File: src/rtl/alu_mul_scheduler_if.sv
// Requester and datapath bus of the ALU/multiplier scheduler.
// master: requesters plus datapath model; slave: the scheduler.
interface alu_mul_scheduler_if;
    localparam int unsigned OP_W  = 4;
    localparam int unsigned DAT_W = 8;
    localparam int unsigned RES_W = 16;

    // Requester side
    logic              req0_i;
    logic [OP_W-1:0]   op0_i;
    logic [DAT_W-1:0]  a0_i;
    logic [DAT_W-1:0]  b0_i;
    logic              req1_i;
    logic [OP_W-1:0]   op1_i;
    logic [DAT_W-1:0]  a1_i;
    logic [DAT_W-1:0]  b1_i;
    logic [1:0]        ack_o;
    logic [RES_W-1:0]  result_o;
    logic              err_o;
    logic [1:0]        grant_o;

    // Datapath side
    logic              enAlu;
    logic              enMul;
    logic [OP_W-1:0]   opcode_o;
    logic [DAT_W-1:0]  opA_o;
    logic [DAT_W-1:0]  opB_o;
    logic [DAT_W-1:0]  alu_res_i;
    logic [RES_W-1:0]  mul_res_i;
    logic              mul_done_i;

    modport master (
        output req0_i, op0_i, a0_i, b0_i,
        output req1_i, op1_i, a1_i, b1_i,
        output alu_res_i, mul_res_i, mul_done_i,
        input  ack_o, result_o, err_o, grant_o,
        input  enAlu, enMul, opcode_o, opA_o, opB_o
    );

    modport slave (
        input  req0_i, op0_i, a0_i, b0_i,
        input  req1_i, op1_i, a1_i, b1_i,
        input  alu_res_i, mul_res_i, mul_done_i,
        output ack_o, result_o, err_o, grant_o,
        output enAlu, enMul, opcode_o, opA_o, opB_o
    );
endinterface

File: src/rtl/alu_mul_scheduler.sv
// Round-robin scheduler sharing one ALU and one multi-cycle multiplier between
// two requesters. One operation in flight: IDLE -> ISSUE -> WAIT -> RESP.
// Optional feature macro: ARB_TIMEOUT_EN (multiplier wait timeout, err_o).
module alu_mul_scheduler #(
    parameter logic [3:0]  MUL_OPCODE     = 4'd5,
    parameter int unsigned TIMEOUT_CYCLES = 16
) (
    input  logic                  clock,
    input  logic                  reset,
    alu_mul_scheduler_if.slave    bus,
    output logic [2:0]            state
);
    localparam int unsigned OP_W  = 4;
    localparam int unsigned DAT_W = 8;
    localparam int unsigned RES_W = 16;

    typedef enum logic [2:0] {
        S_IDLE  = 3'd0,
        S_ISSUE = 3'd1,
        S_WAIT  = 3'd2,
        S_RESP  = 3'd3
    } state_e;

    state_e             state_q, state_d;
    logic               last_q, last_d;      // requester granted most recently
    logic [1:0]         grant_q, grant_d;
    logic [1:0]         ack_q, ack_d;
    logic               en_alu_q, en_alu_d;
    logic               en_mul_q, en_mul_d;
    logic [OP_W-1:0]    opcode_q, opcode_d;
    logic [DAT_W-1:0]   op_a_q, op_a_d;
    logic [DAT_W-1:0]   op_b_q, op_b_d;
    logic [RES_W-1:0]   result_q, result_d;
    logic               sel1;

`ifdef ARB_TIMEOUT_EN
    localparam int unsigned CNT_W = 8;
    logic [CNT_W-1:0]   cnt_q, cnt_d;
    logic               err_q, err_d;
`endif

    // State and datapath-facing registers; reset drops any in-flight operation
    always_ff @(posedge clock or posedge reset) begin
        if (reset) begin
            state_q  <= S_IDLE;
            last_q   <= 1'b1;
            grant_q  <= '0;
            ack_q    <= '0;
            en_alu_q <= 1'b0;
            en_mul_q <= 1'b0;
            opcode_q <= '0;
            op_a_q   <= '0;
            op_b_q   <= '0;
            result_q <= '0;
`ifdef ARB_TIMEOUT_EN
            cnt_q    <= '0;
            err_q    <= 1'b0;
`endif
        end else begin
            state_q  <= state_d;
            last_q   <= last_d;
            grant_q  <= grant_d;
            ack_q    <= ack_d;
            en_alu_q <= en_alu_d;
            en_mul_q <= en_mul_d;
            opcode_q <= opcode_d;
            op_a_q   <= op_a_d;
            op_b_q   <= op_b_d;
            result_q <= result_d;
`ifdef ARB_TIMEOUT_EN
            cnt_q    <= cnt_d;
            err_q    <= err_d;
`endif
        end
    end

    // Next-state, arbitration and registered-output values
    always_comb begin
        state_d  = state_q;
        last_d   = last_q;
        grant_d  = grant_q;
        ack_d    = '0;
        en_alu_d = 1'b0;
        en_mul_d = 1'b0;
        opcode_d = opcode_q;
        op_a_d   = op_a_q;
        op_b_d   = op_b_q;
        result_d = result_q;
        sel1     = 1'b0;
`ifdef ARB_TIMEOUT_EN
        cnt_d    = cnt_q;
        err_d    = err_q;
`endif
        case (state_q)
            S_IDLE: begin
                grant_d = '0;
                if (bus.req0_i || bus.req1_i) begin
                    // Requester 1 wins when alone, or on a tie if 0 went last
                    sel1     = bus.req1_i && (!bus.req0_i || !last_q);
                    last_d   = sel1;
                    grant_d  = sel1 ? 2'b10 : 2'b01;
                    opcode_d = sel1 ? bus.op1_i : bus.op0_i;
                    op_a_d   = sel1 ? bus.a1_i  : bus.a0_i;
                    op_b_d   = sel1 ? bus.b1_i  : bus.b0_i;
                    // Enables are registered, so they are decided here to pulse during ISSUE
                    en_alu_d = (opcode_d != MUL_OPCODE);
                    en_mul_d = (opcode_d == MUL_OPCODE);
`ifdef ARB_TIMEOUT_EN
                    err_d    = 1'b0;
`endif
                    state_d  = S_ISSUE;
                end
            end
            S_ISSUE: begin
`ifdef ARB_TIMEOUT_EN
                cnt_d   = '0;
`endif
                state_d = S_WAIT;
            end
            S_WAIT: begin
                if (opcode_q != MUL_OPCODE) begin
                    result_d = {8'h00, bus.alu_res_i};
                    ack_d    = grant_q;
                    state_d  = S_RESP;
                end else if (bus.mul_done_i) begin
                    result_d = bus.mul_res_i;
                    ack_d    = grant_q;
                    state_d  = S_RESP;
                end
`ifdef ARB_TIMEOUT_EN
                else if (cnt_q == CNT_W'(TIMEOUT_CYCLES - 1)) begin
                    result_d = '0;
                    err_d    = 1'b1;
                    ack_d    = grant_q;
                    state_d  = S_RESP;
                end else begin
                    cnt_d = cnt_q + CNT_W'(1);
                end
`endif
            end
            S_RESP: begin
                grant_d = '0;
                state_d = S_IDLE;
            end
            default: begin
                grant_d = '0;
                state_d = S_IDLE;
            end
        endcase
    end

    assign bus.ack_o    = ack_q;
    assign bus.result_o = result_q;
    assign bus.grant_o  = grant_q;
    assign bus.enAlu    = en_alu_q;
    assign bus.enMul    = en_mul_q;
    assign bus.opcode_o = opcode_q;
    assign bus.opA_o    = op_a_q;
    assign bus.opB_o    = op_b_q;
    assign state        = state_q;
`ifdef ARB_TIMEOUT_EN
    assign bus.err_o    = err_q;
`else
    assign bus.err_o    = 1'b0;
`endif

endmodule

File: src/flat_wrapper.sv
// flat-port wrapper written by rule: the top's interface ports become plain ports
module alu_mul_scheduler_flat 
#(
    parameter logic [3:0]  MUL_OPCODE     = 4'd5,
    parameter int unsigned TIMEOUT_CYCLES = 16
)
  (clock, reset, state, bus_req0_i, bus_op0_i, bus_a0_i, bus_b0_i, bus_req1_i, bus_op1_i, bus_a1_i, bus_b1_i, bus_alu_res_i, bus_mul_res_i, bus_mul_done_i, bus_ack_o, bus_result_o, bus_err_o, bus_grant_o, bus_enAlu, bus_enMul, bus_opcode_o, bus_opA_o, bus_opB_o);
  alu_mul_scheduler_if bus_i ();
  input  logic clock;
  input  logic reset;
  output logic [2:0] state;
  input wire logic [$bits(bus_i.req0_i)-1:0] bus_req0_i;
  input wire logic [$bits(bus_i.op0_i)-1:0] bus_op0_i;
  input wire logic [$bits(bus_i.a0_i)-1:0] bus_a0_i;
  input wire logic [$bits(bus_i.b0_i)-1:0] bus_b0_i;
  input wire logic [$bits(bus_i.req1_i)-1:0] bus_req1_i;
  input wire logic [$bits(bus_i.op1_i)-1:0] bus_op1_i;
  input wire logic [$bits(bus_i.a1_i)-1:0] bus_a1_i;
  input wire logic [$bits(bus_i.b1_i)-1:0] bus_b1_i;
  input wire logic [$bits(bus_i.alu_res_i)-1:0] bus_alu_res_i;
  input wire logic [$bits(bus_i.mul_res_i)-1:0] bus_mul_res_i;
  input wire logic [$bits(bus_i.mul_done_i)-1:0] bus_mul_done_i;
  output wire logic [$bits(bus_i.ack_o)-1:0] bus_ack_o;
  output wire logic [$bits(bus_i.result_o)-1:0] bus_result_o;
  output wire logic [$bits(bus_i.err_o)-1:0] bus_err_o;
  output wire logic [$bits(bus_i.grant_o)-1:0] bus_grant_o;
  output wire logic [$bits(bus_i.enAlu)-1:0] bus_enAlu;
  output wire logic [$bits(bus_i.enMul)-1:0] bus_enMul;
  output wire logic [$bits(bus_i.opcode_o)-1:0] bus_opcode_o;
  output wire logic [$bits(bus_i.opA_o)-1:0] bus_opA_o;
  output wire logic [$bits(bus_i.opB_o)-1:0] bus_opB_o;
  assign bus_i.req0_i = bus_req0_i;
  assign bus_i.op0_i = bus_op0_i;
  assign bus_i.a0_i = bus_a0_i;
  assign bus_i.b0_i = bus_b0_i;
  assign bus_i.req1_i = bus_req1_i;
  assign bus_i.op1_i = bus_op1_i;
  assign bus_i.a1_i = bus_a1_i;
  assign bus_i.b1_i = bus_b1_i;
  assign bus_i.alu_res_i = bus_alu_res_i;
  assign bus_i.mul_res_i = bus_mul_res_i;
  assign bus_i.mul_done_i = bus_mul_done_i;
  assign bus_ack_o = bus_i.ack_o;
  assign bus_result_o = bus_i.result_o;
  assign bus_err_o = bus_i.err_o;
  assign bus_grant_o = bus_i.grant_o;
  assign bus_enAlu = bus_i.enAlu;
  assign bus_enMul = bus_i.enMul;
  assign bus_opcode_o = bus_i.opcode_o;
  assign bus_opA_o = bus_i.opA_o;
  assign bus_opB_o = bus_i.opB_o;
  alu_mul_scheduler #(.MUL_OPCODE(MUL_OPCODE), .TIMEOUT_CYCLES(TIMEOUT_CYCLES)) u_core (.clock(clock), .reset(reset), .bus(bus_i), .state(state));
endmodule
File: config.mk
export PLATFORM = sky130hd
export DESIGN_NAME = alu_mul_scheduler_flat
export DESIGN_NICKNAME = d
export VERILOG_FILES = /design/src/rtl/alu_mul_scheduler_if.sv /design/src/rtl/alu_mul_scheduler.sv /design/src/flat_wrapper.sv
export SDC_FILE = /design/constraint.sdc
export NUM_CORES = 1
export LEC_CHECK = 0
export BUFFER_PORTS_ARGS = -buffer_cell sky130_fd_sc_hd__buf_4
export CORE_UTILIZATION = 40
export DETAILED_ROUTE_END_ITERATION = 10
export PLACE_DENSITY = 0.7
export SLEW_MARGIN = 25
export SYNTH_ARGS = -nofsm -noshare
export SYNTH_HDL_FRONTEND = slang
export SYNTH_SLANG_ARGS = --single-unit
File: constraint.sdc
create_clock -name clock -period 2.3 [get_ports clock]
set_input_delay 0.345 -clock clock [delete_from_list [all_inputs] [get_ports clock]]
set_output_delay 0.345 -clock clock [all_outputs]
set_load 0.05 [all_outputs]
## Yosys cells after proc, flatten, opt, wreduce, memory -nomap -nowiden

Cells that the tools add are included.

| storage, ports and cells | value |
|---|---|
| register bits after elaboration | 46 |

| operators by class | value |
|---|---|
| eq/ne operators | 7 |
| mux-type cells | 19 |
| reductions and logical operators | 11 |

Operators with widths:

| operator | number |
|---|---|
| $mux W16 | 2 |
| $mux W8 | 2 |
| $mux W2 | 5 |
| $mux W3 | 3 |
| $pmux W3 S3 | 1 |
| $ne A4 B3 Y1 const B | 2 |
| $reduce_and A2 Y1 | 3 |
| $eq A4 B3 Y1 const B | 1 |
| $mux W1 | 4 |
| $mux W4 | 1 |
| $pmux W2 S2 | 1 |
| $eq A3 B1 Y1 const B | 1 |
| $eq A3 B2 Y1 const B | 1 |
| $logic_not A3 Y1 | 1 |
| $ne A3 B2 Y1 const B | 1 |
| $logic_not A1 Y1 | 2 |
| $logic_or A1 B1 Y1 | 2 |
| $ne A2 B1 Y1 const B | 1 |
| $reduce_bool A2 Y1 | 1 |
| $reduce_or A2 Y1 | 1 |
| $logic_and A1 B1 Y1 | 1 |

## Logic depth before layout (Yosys ltp)

Gate-level depths: netlist (run 1).

| logic depth | value |
|---|---|
| depth in word-level cells | 7 |
| gate-level depth with buffers | 6 |

## Least setup slack after synthesis (run 1)

Ideal clock, no wire load.

| timing path | value |
|---|---|
| path type | reg2reg |
| from | register u_core.state_q[0] (netlist: u_core.state[0]) |
| to | register u_core.op_a_q[0] (netlist: u_core.bus.opA_o[0]) |
| data arrival time | 1.717 ns |
| required time | 2.174 ns |
| slack | 0.457 ns |
| stages on the path, launching flop included | 7 |
| path buffers | 1 |
| clock period less this slack | 1.843 ns |
| cells stage by stage | dfrtp_1 inv_1 ha_1 o21ai_2 nor2_1 buf_2 a221o_1 |

| between the ends | value |
|---|---|
| word-level cells in the longest chain between the ends | 2 |

Ends and longest elaborated chain:

| what | RTL line | source |
|---|---|---|
| from (decl) | alu_mul_scheduler.sv:24 | `state_e state_q, state_d;` |
| from (signal assigned) | alu_mul_scheduler.sv:60 | `state_q <= state_d;` |
| $logic_not A3 Y1 | alu_mul_scheduler.sv:94 | `case (state_q)` |
| $reduce_and A2 Y1 (no source line) | - |  |
| to (signal assigned) | alu_mul_scheduler.sv:67 | `op_a_q <= op_a_d;` |
| to (decl) | alu_mul_scheduler.sv:31 | `logic [DAT_W-1:0] op_a_q, op_a_d;` |

No other way between the ends.
A chain may end at the register's enable or synchronous reset.

## Worst setup path after layout (run 1)

| timing path | value |
|---|---|
| from | register u_core.state_q[0] (netlist: u_core.state[0]) |
| to | register u_core.result_q[9] (netlist: u_core.bus.result_o[9]) |

| between the ends | value |
|---|---|
| word-level cells in the longest chain between the ends | 2 |

Ends and longest elaborated chain:

| what | RTL line | source |
|---|---|---|
| $eq A3 B2 Y1 | alu_mul_scheduler.sv:94 |  |
| $reduce_and A2 Y1 (no source line) | - |  |
| to (signal assigned) | alu_mul_scheduler.sv:69 | `result_q <= result_d;` |
| to (decl) | alu_mul_scheduler.sv:33 | `logic [RES_W-1:0] result_q, result_d;` |

No other way between the ends.

==> results of run 1 <==
layout make-up:
class / count / area, sq um / share of cell area, %
inverters: 4 / 15.01 / 0.4769
clock inverters: 3 / 65.06 / 2.067
well taps: 70 / 87.58 / 2.782
repair buffers: 118 / 885.9 / 28.14
flip-flops and latches: 45 / 1127 / 35.81
clock buffers: 5 / 68.82 / 2.186
multi-input cells: 114 / 898.4 / 28.54
how the worst max path moves through the flow:
stage | start | endpoint | slack, ns | cells past startpoint
detailed placement | u_core.state[0] | u_core.bus.result_o[11] | 0.58 | 4
CTS | u_core.state[0] | u_core.bus.result_o[11] | 0.57 | 4
finish | u_core.state[0] | u_core.bus.result_o[9] | 0.59 | 4
global placement | u_core.bus.opcode_o[1] | u_core.bus.result_o[7] | 0.63 | 4
global route | u_core.state[0] | u_core.bus.result_o[8] | 0.43 | 4
floorplan | u_core.state[0] | u_core.bus.opA_o[0] | 0.46 | 6
synthesized netlist by cell type, types with 2 or more instances:
cell type  number
and3_1         11
mux2i_1        19
buf_2           3
a2bb2oi_1       8
dfrtp_1        44
clkbuf_1        6
inv_1           4
nand2b_1        8
buf_4           3
nand2_1        12
ha_1            3
and2_1          2
o21ai_0        10
a221o_1        11
nor4bb_1        2
a22o_1          7
nor2_1          3
kinds of logic (layout without fill, tap and decap cells):
kind of cell | after synthesis | after routing
AO/OA/AOI/OAI | 46 | 46
adder cells (fa/ha/maj) | 3 | 3
buffers and inverters | 17 | 130
flip-flops | 45 | 45
multiplexers | 20 | 20
other | 1 | 2
AND/OR/NAND/NOR | 43 | 43
report_power, final:
| part | switching (W) | total (W) | internal [W] | leakage [nW] |
|---|---|---|---|---|
| sequential | 0.000196 | 0.00131 | 0.00111 | 0.562 |
| combinational | 0.00167 | 0.00257 | 0.000897 | 0.971 |
| clock | 0.000256 | 0.000688 | 0.000431 | 0.0681 |
critical path, stage by stage, from the launching register on:
cell,delay [ns]
dfrtp_1,0.40
inv_1,0.10
ha_1,0.49
o21ai_1,0.34
a22o_1,0.27
metrics by stage:
step	cell area, sq um	total power, W	cells	util [%]	setup slack [ns]
3_5_place_dp	3014	0.003908	351	59.02	0.5798
4_1_cts	3148	0.004603	359	61.64	0.5681
3_3_place_gp	3014	0.003885	351	59.02	0.6329
2_1_floorplan	2112	0.003127	176	-	0.4567
5_1_grt	3148	0.004816	359	61.64	0.4306
6_report	3148	0.004559	359	61.64	0.5851
per-layer routing:
metal / up-vias / global-route usage (%) / part of all wire (%) / wire, um
met5: - / 0 / 0 / 0
met4: 0 / 7.547 / 1.2 / 59
met3: 4 / 4.472 / 6.3 / 310
met2: 65 / 32.43 / 50 / 2453
met1: 798 / 21.84 / 43 / 2089
li1: 865 / - / - / -
registers in the layout, summed over array words and instances, names as in the netlist:
register / flops
u_core.bus.enMul: 1
u_core.bus.opB_o: 8
u_core.last_q: 1
u_core.bus.ack_o: 2
u_core.bus.enAlu: 1
u_core.bus.opA_o: 8
u_core.state: 2
u_core.bus.result_o: 16
u_core.bus.opcode_o: 4
u_core.bus.grant_o: 2
==> run metrics, run 1 <==
IO Count=around 120; Max Clock Skew=~0.0093 ns; top-area cell type share of the netlist area=a little over half; Post-Synth XOR/XNOR Area=0%; post-cts repair resize count=0; final setup fails=0; Synth Area in Simple Gates=11.87%; Max H-tree Level=2; Synth Area in Adders=around 1.8%; ANT nets after route=0; Crit. End Element=flip-flop; yosys warns=0; ys flop type=dfrtp_1; Post-CTS Setup Repair Bufs=0; die footprint=0.005565 sq mm; max cap viols=0; Die Span Y=roughly 75 um; biggest area consumer among synthesized cells=dfrtp_1; cells after synthesis=about 180; Slew @ Worst Pin=0.7088 ns; vias in the first global route=between 1500 and 2000; Starting Density=roughly two fifths; WS Path Type=flip-flop to flip-flop; total global-route track usage=18.56%; worst hold slack=-0.003228 ns; sequential area share after synthesis=between 50% and 60%; Pwr per Cell Area=between 1000 and 1500 mW/mm^2; CTS Sinks=45; placer congestion estimate=0.7618; mux share of post-synthesis cell area=about a tenth; final wirelength=between 4000 and 5000 um; CTS Buf Count=5; via count=between 1500 and 2000; area of the mapped netlist=~0.0021 sq mm; Initial DRC Count=42; pin count of the biggest net entering global routing=33; number of synthesized flops with an enable pin=0; outcome=finished with violations; largest cells by area after synthesis=dfrtp_1, mux2i_1, a221o_1; Antenna diodes=0; CP startpoint kind=flip-flop; setup TNS=0 ns; FMAX=a little under 600 MHz; row count=26; Crit Path Max Fanout=14; root buffer cell=clkbuf_8; CTS tree=built; worst reg2reg path depth=4; FILL cells=roughly 430; Post-synth ARST share=100.0%; Final Max Slew Viols=0; Final Hold Vio Count=7; CP arrival=~1.9 ns; RR Endpoint=u_core.bus.result_o[9]; detailed-placement wirelength estimate=~3800 um; Netlist cell types=36; DR WL/cell=roughly 14 um; CORE AREA=between 0.005 and 0.006 sq mm; DRC=0; Final period util=about 75%; largest family of logic cells by synthesized area=compound AO/OA/AOI/OAI gates; Pre-Repair DR Iteration Count=4; hold crit path type=input pin to async pin; global-route wire length before repair=approximately 7600 um; PortBufs=about 110; failing checks=negative hold slack; most common cell after layout, fill and taps aside=buf_4; crit path time final=1.715 ns; WP data required=approximately 2.5 ns; Worst slew margin=~53%; RSZ-0062 raised after global routing=false; Max clock buf depth=2; worst reg2reg path startpoint=u_core.state[0]; via/cell ratio=a little under 5; compound-gate portion of the synthesized area=18.87%; Syn-to-layout area delta=49.32%; hold buffer count at cts=0; Worst-path clk slew=about 0.08 ns; Remaining Overflow, GRT=0; flops & latches, synth=45; Clock Latency Late Sink=between 0.2 and 0.3 ns; r2r setup slk=0.59 ns; layout cells sized above 1=46.37%; Static Leak=between 1.5 and 2 nW; Layout Nets=between 300 and 400; Max VDD drop=approximately 0.85 mV; most frequent cells in the layout=buf_4, dfrtp_1, mux2i_1, nand2_1; antenna violations before repair=0; average size of a mapped cell=between 10 and 15 sq um; Die W=between 70 and 80 um
No activity file was read; power rests on OpenSTA's default activity.
==> inputs of run 2 (changes only) <==
--- a/config.mk
+++ b/config.mk
@@ -5,10 +5,11 @@
 export SDC_FILE = /design/constraint.sdc
 export NUM_CORES = 1
 export LEC_CHECK = 0
+export ABC_AREA = 1
 export BUFFER_PORTS_ARGS = -buffer_cell sky130_fd_sc_hd__buf_4
 export CORE_UTILIZATION = 40
 export DETAILED_ROUTE_END_ITERATION = 10
-export PLACE_DENSITY = 0.7
+export PLACE_DENSITY = 0.72
 export SLEW_MARGIN = 25
 export SYNTH_ARGS = -nofsm -noshare
 export SYNTH_HDL_FRONTEND = slang
==> constraint.sdc (replaced) <==
create_clock -name clock -period 1.5 [get_ports clock]
set_input_delay 0.225 -clock clock [delete_from_list [all_inputs] [get_ports clock]]
set_output_delay 0.225 -clock clock [all_outputs]
set_load 0.05 [all_outputs]
==> run 2 against run 1 <==
  * The run now ends clean
  * Sequential power up 57%
  * Largest cell class unchanged
  * Largest power group unchanged
  * Maximum frequency rose by 25%
  * Non-clock buffer count is 4 higher
  * Critical path type unchanged
  * Core utilization is 1.5 points higher
  * Die area increased by 4.3%
  * Area after synthesis rose by 4.5%
  * Critical path depth grew 2
  * Clock power up 58%
  * Worst hold slack improved by 0.13 ns
  * Highest routed layer unchanged
  * Clock skew is 0.00056 ns higher
==> run metrics, run 2 <==
via/cell ratio=4.617 (-4.3%); layout cells sized above 1=35.57% (-11 points); vias in the first global route=1938 (+18%); sequential area share after synthesis=51.19% (-2.3 points); detailed-placement wirelength estimate=4225 um (+12%); Worst-path clk slew=0.09 ns (about the same); row count=26 (unchanged); antenna violations before repair=0 (unchanged); Pwr per Cell Area=2274 mW/mm^2 (+57%); PortBufs=112 (unchanged); Crit Path Max Fanout=12 (-2); number of synthesized flops with an enable pin=0 (unchanged); post-layout total power=0.007468 W (+64%); Die Span Y=76.20 um (+2.1%); Max Clock Skew=0.009841 ns (+0.0005642 ns); top-area cell type share of the netlist area=50.00% (-2.2 points); Max H-tree Level=2 (unchanged); ANT nets after route=0 (unchanged); Final period util=91.51% (+17 points); CTS tree=built; most numerous cell in the Yosys netlist=nand2_1; yosys warns=0 (unchanged); Antenna diodes=0 (unchanged); Crit. End Element=flip-flop; total global-route track usage=19.57% (+1.0 points); Max VDD drop=1.413 mV (+67%); WP data required=1.73 ns (-0.76 ns); FMAX=728.5 MHz (+25%); Die W=76.20 um (+2.1%); WS Path Type=flip-flop to flip-flop; Initial DRC Count=85 (+100%); Static Leak=1.806 nW (+13%); pin count of the biggest net entering global routing=27 (-18%); synth cell count leaders=nand2_1, dfrtp_1, o21ai_0; biggest area consumer among synthesized cells=dfrtp_1; most frequent cells in the layout=nand2_1, buf_4, dfrtp_1, o21ai_0, nand3_1; Clock Latency Late Sink=0.30 ns (about the same); largest cells by area after synthesis=dfrtp_1, nand2_1, o21ai_0; CP startpoint kind=flip-flop; final wirelength=5488 um (+12%); DRC=0 (unchanged); Final Hold Vio Count=0 (-7); IO Count=115 (unchanged); final setup fails=0 (unchanged); FILL cells=477 (+11%); Post-synth ARST share=100.0% (unchanged); Max clock buf depth=2 (unchanged); CTS Sinks=45 (unchanged); Layout Nets=473 (+31%); hold crit path type=input pin to flip-flop; Starting Density=42.31% (+1.0 points); cells after synthesis=283 (+62%); Pre-Repair DR Iteration Count=4 (unchanged); area of the mapped netlist=0.002202 sq mm (+4.5%); most common cell after layout, fill and taps aside=nand2_1; Finished Layout Cells=472 (+31%); CORE AREA=0.005205 sq mm (+1.9%); RSZ-0062 raised after global routing=false; CP arrival=1.61 ns (-0.29 ns); crit path time final=1.373 ns (-0.3423 ns); outcome=finished, final reports clean; max cap viols=0 (unchanged); root buffer cell=clkbuf_8; setup TNS=0 ns (unchanged); Netlist cell types=23 (-36%); ys flop type=dfrtp_1; Syn-to-layout area delta=49.15%; via count=2179 (+26%); CTS Buf Count=5 (unchanged); DR WL/cell=11.63 um (-15%); global-route wire length before repair=9087 um (+20%); Remaining Overflow, GRT=0 (unchanged); flops & latches, synth=45 (unchanged); die footprint=0.005806 sq mm (+4.3%); worst hold slack=0.1249 ns (+0.1281 ns); max FFs per register=16 (unchanged); placer congestion estimate=0.7858 (+3.2%); average size of a mapped cell=7.781 sq um (-35%); DP Cell Count=463 (+32%); Final Max Slew Viols=0 (unchanged)
[run 2: critical path, stage by stage (launching register included)]
cell     delay, ns
dfrtp_2       0.43
inv_1         0.09
ha_1          0.20
o21ai_2       0.13
nor2_4        0.29
nand2_1       0.10
nand3_1       0.08
[run 2: stage by stage]
stage,instance area (sq um),setup slack [ns],util (%)
global route,3284,0.02100,63.10
floorplan,2208,0.006071,-
CTS,3279,0.09271,63.00
global placement,3132,0.1734,60.17
finish,3284,0.1274,63.10
detailed placement,3132,0.1015,60.17
[run 2: cell type report]
cell class	instances	area [sq um]	share of cell area (%)
sequential	45	1130	34.40
clock inverter	3	68.82	2.095
inverter	16	60.06	1.829
tap	70	87.58	2.667
clock buffer	5	68.82	2.095
multi-input combinational	211	925.9	28.19
timing repair buffer	122	943.4	28.72
[run 2: where the power goes]
group / leakage, nW / internal (W) / total [W] / switching, W
clock network: 0.0687 / 0.000670 / 0.00109 / 0.000417
logic: 1.17 / 0.00133 / 0.00432 / 0.00299
registers: 0.569 / 0.00174 / 0.00206 / 0.000314
[run 2: kinds of logic (layout without fill, tap and decap cells)]
family	after synthesis	after routing	synth area share, %
simple gates	181	181	33.92
buf+inv	28	146	7.159
flops	45	45	51.19
fa+ha+maj	3	3	1.705
other cells	1	2	0.1703
compound gates	25	25	5.852
[run 2: timing repair]
action                                 4_1_cts  5_1_grt
buffers inserted                             0        0
setup endpoints to repair                    0        4
hold buffers                                 1        0
resized for setup                            0        1
endpoints found under the hold margin       13        0
[run 2: final timing paths]
check	from	depth (start not counted)	endpoint	slack, ns
min in group asynchronous	reset	3	u_core.bus.result_o[5]	0.45
worst max-delay path	u_core.state[0]	6	u_core.bus.opA_o[6]	0.13
worst min-delay path	bus_b0_i[2]	3	u_core.bus.opB_o[2]	0.12
worst min register to register	u_core.last_q	2	u_core.last_q	0.48
max in group asynchronous	reset	4	u_core.last_q	0.54
worst max register to register	u_core.state[0]	6	u_core.bus.opA_o[6]	0.13
[run 2: layer usage]
metal  global-route usage, %  part of all wire [%]  routed length [um]
met1                   26.26                    46                2500
met2                   32.36                    48                2634
met3                   3.593                   5.6                 305
met4                   5.769                  0.86                  47
met5                       0                     0                   0
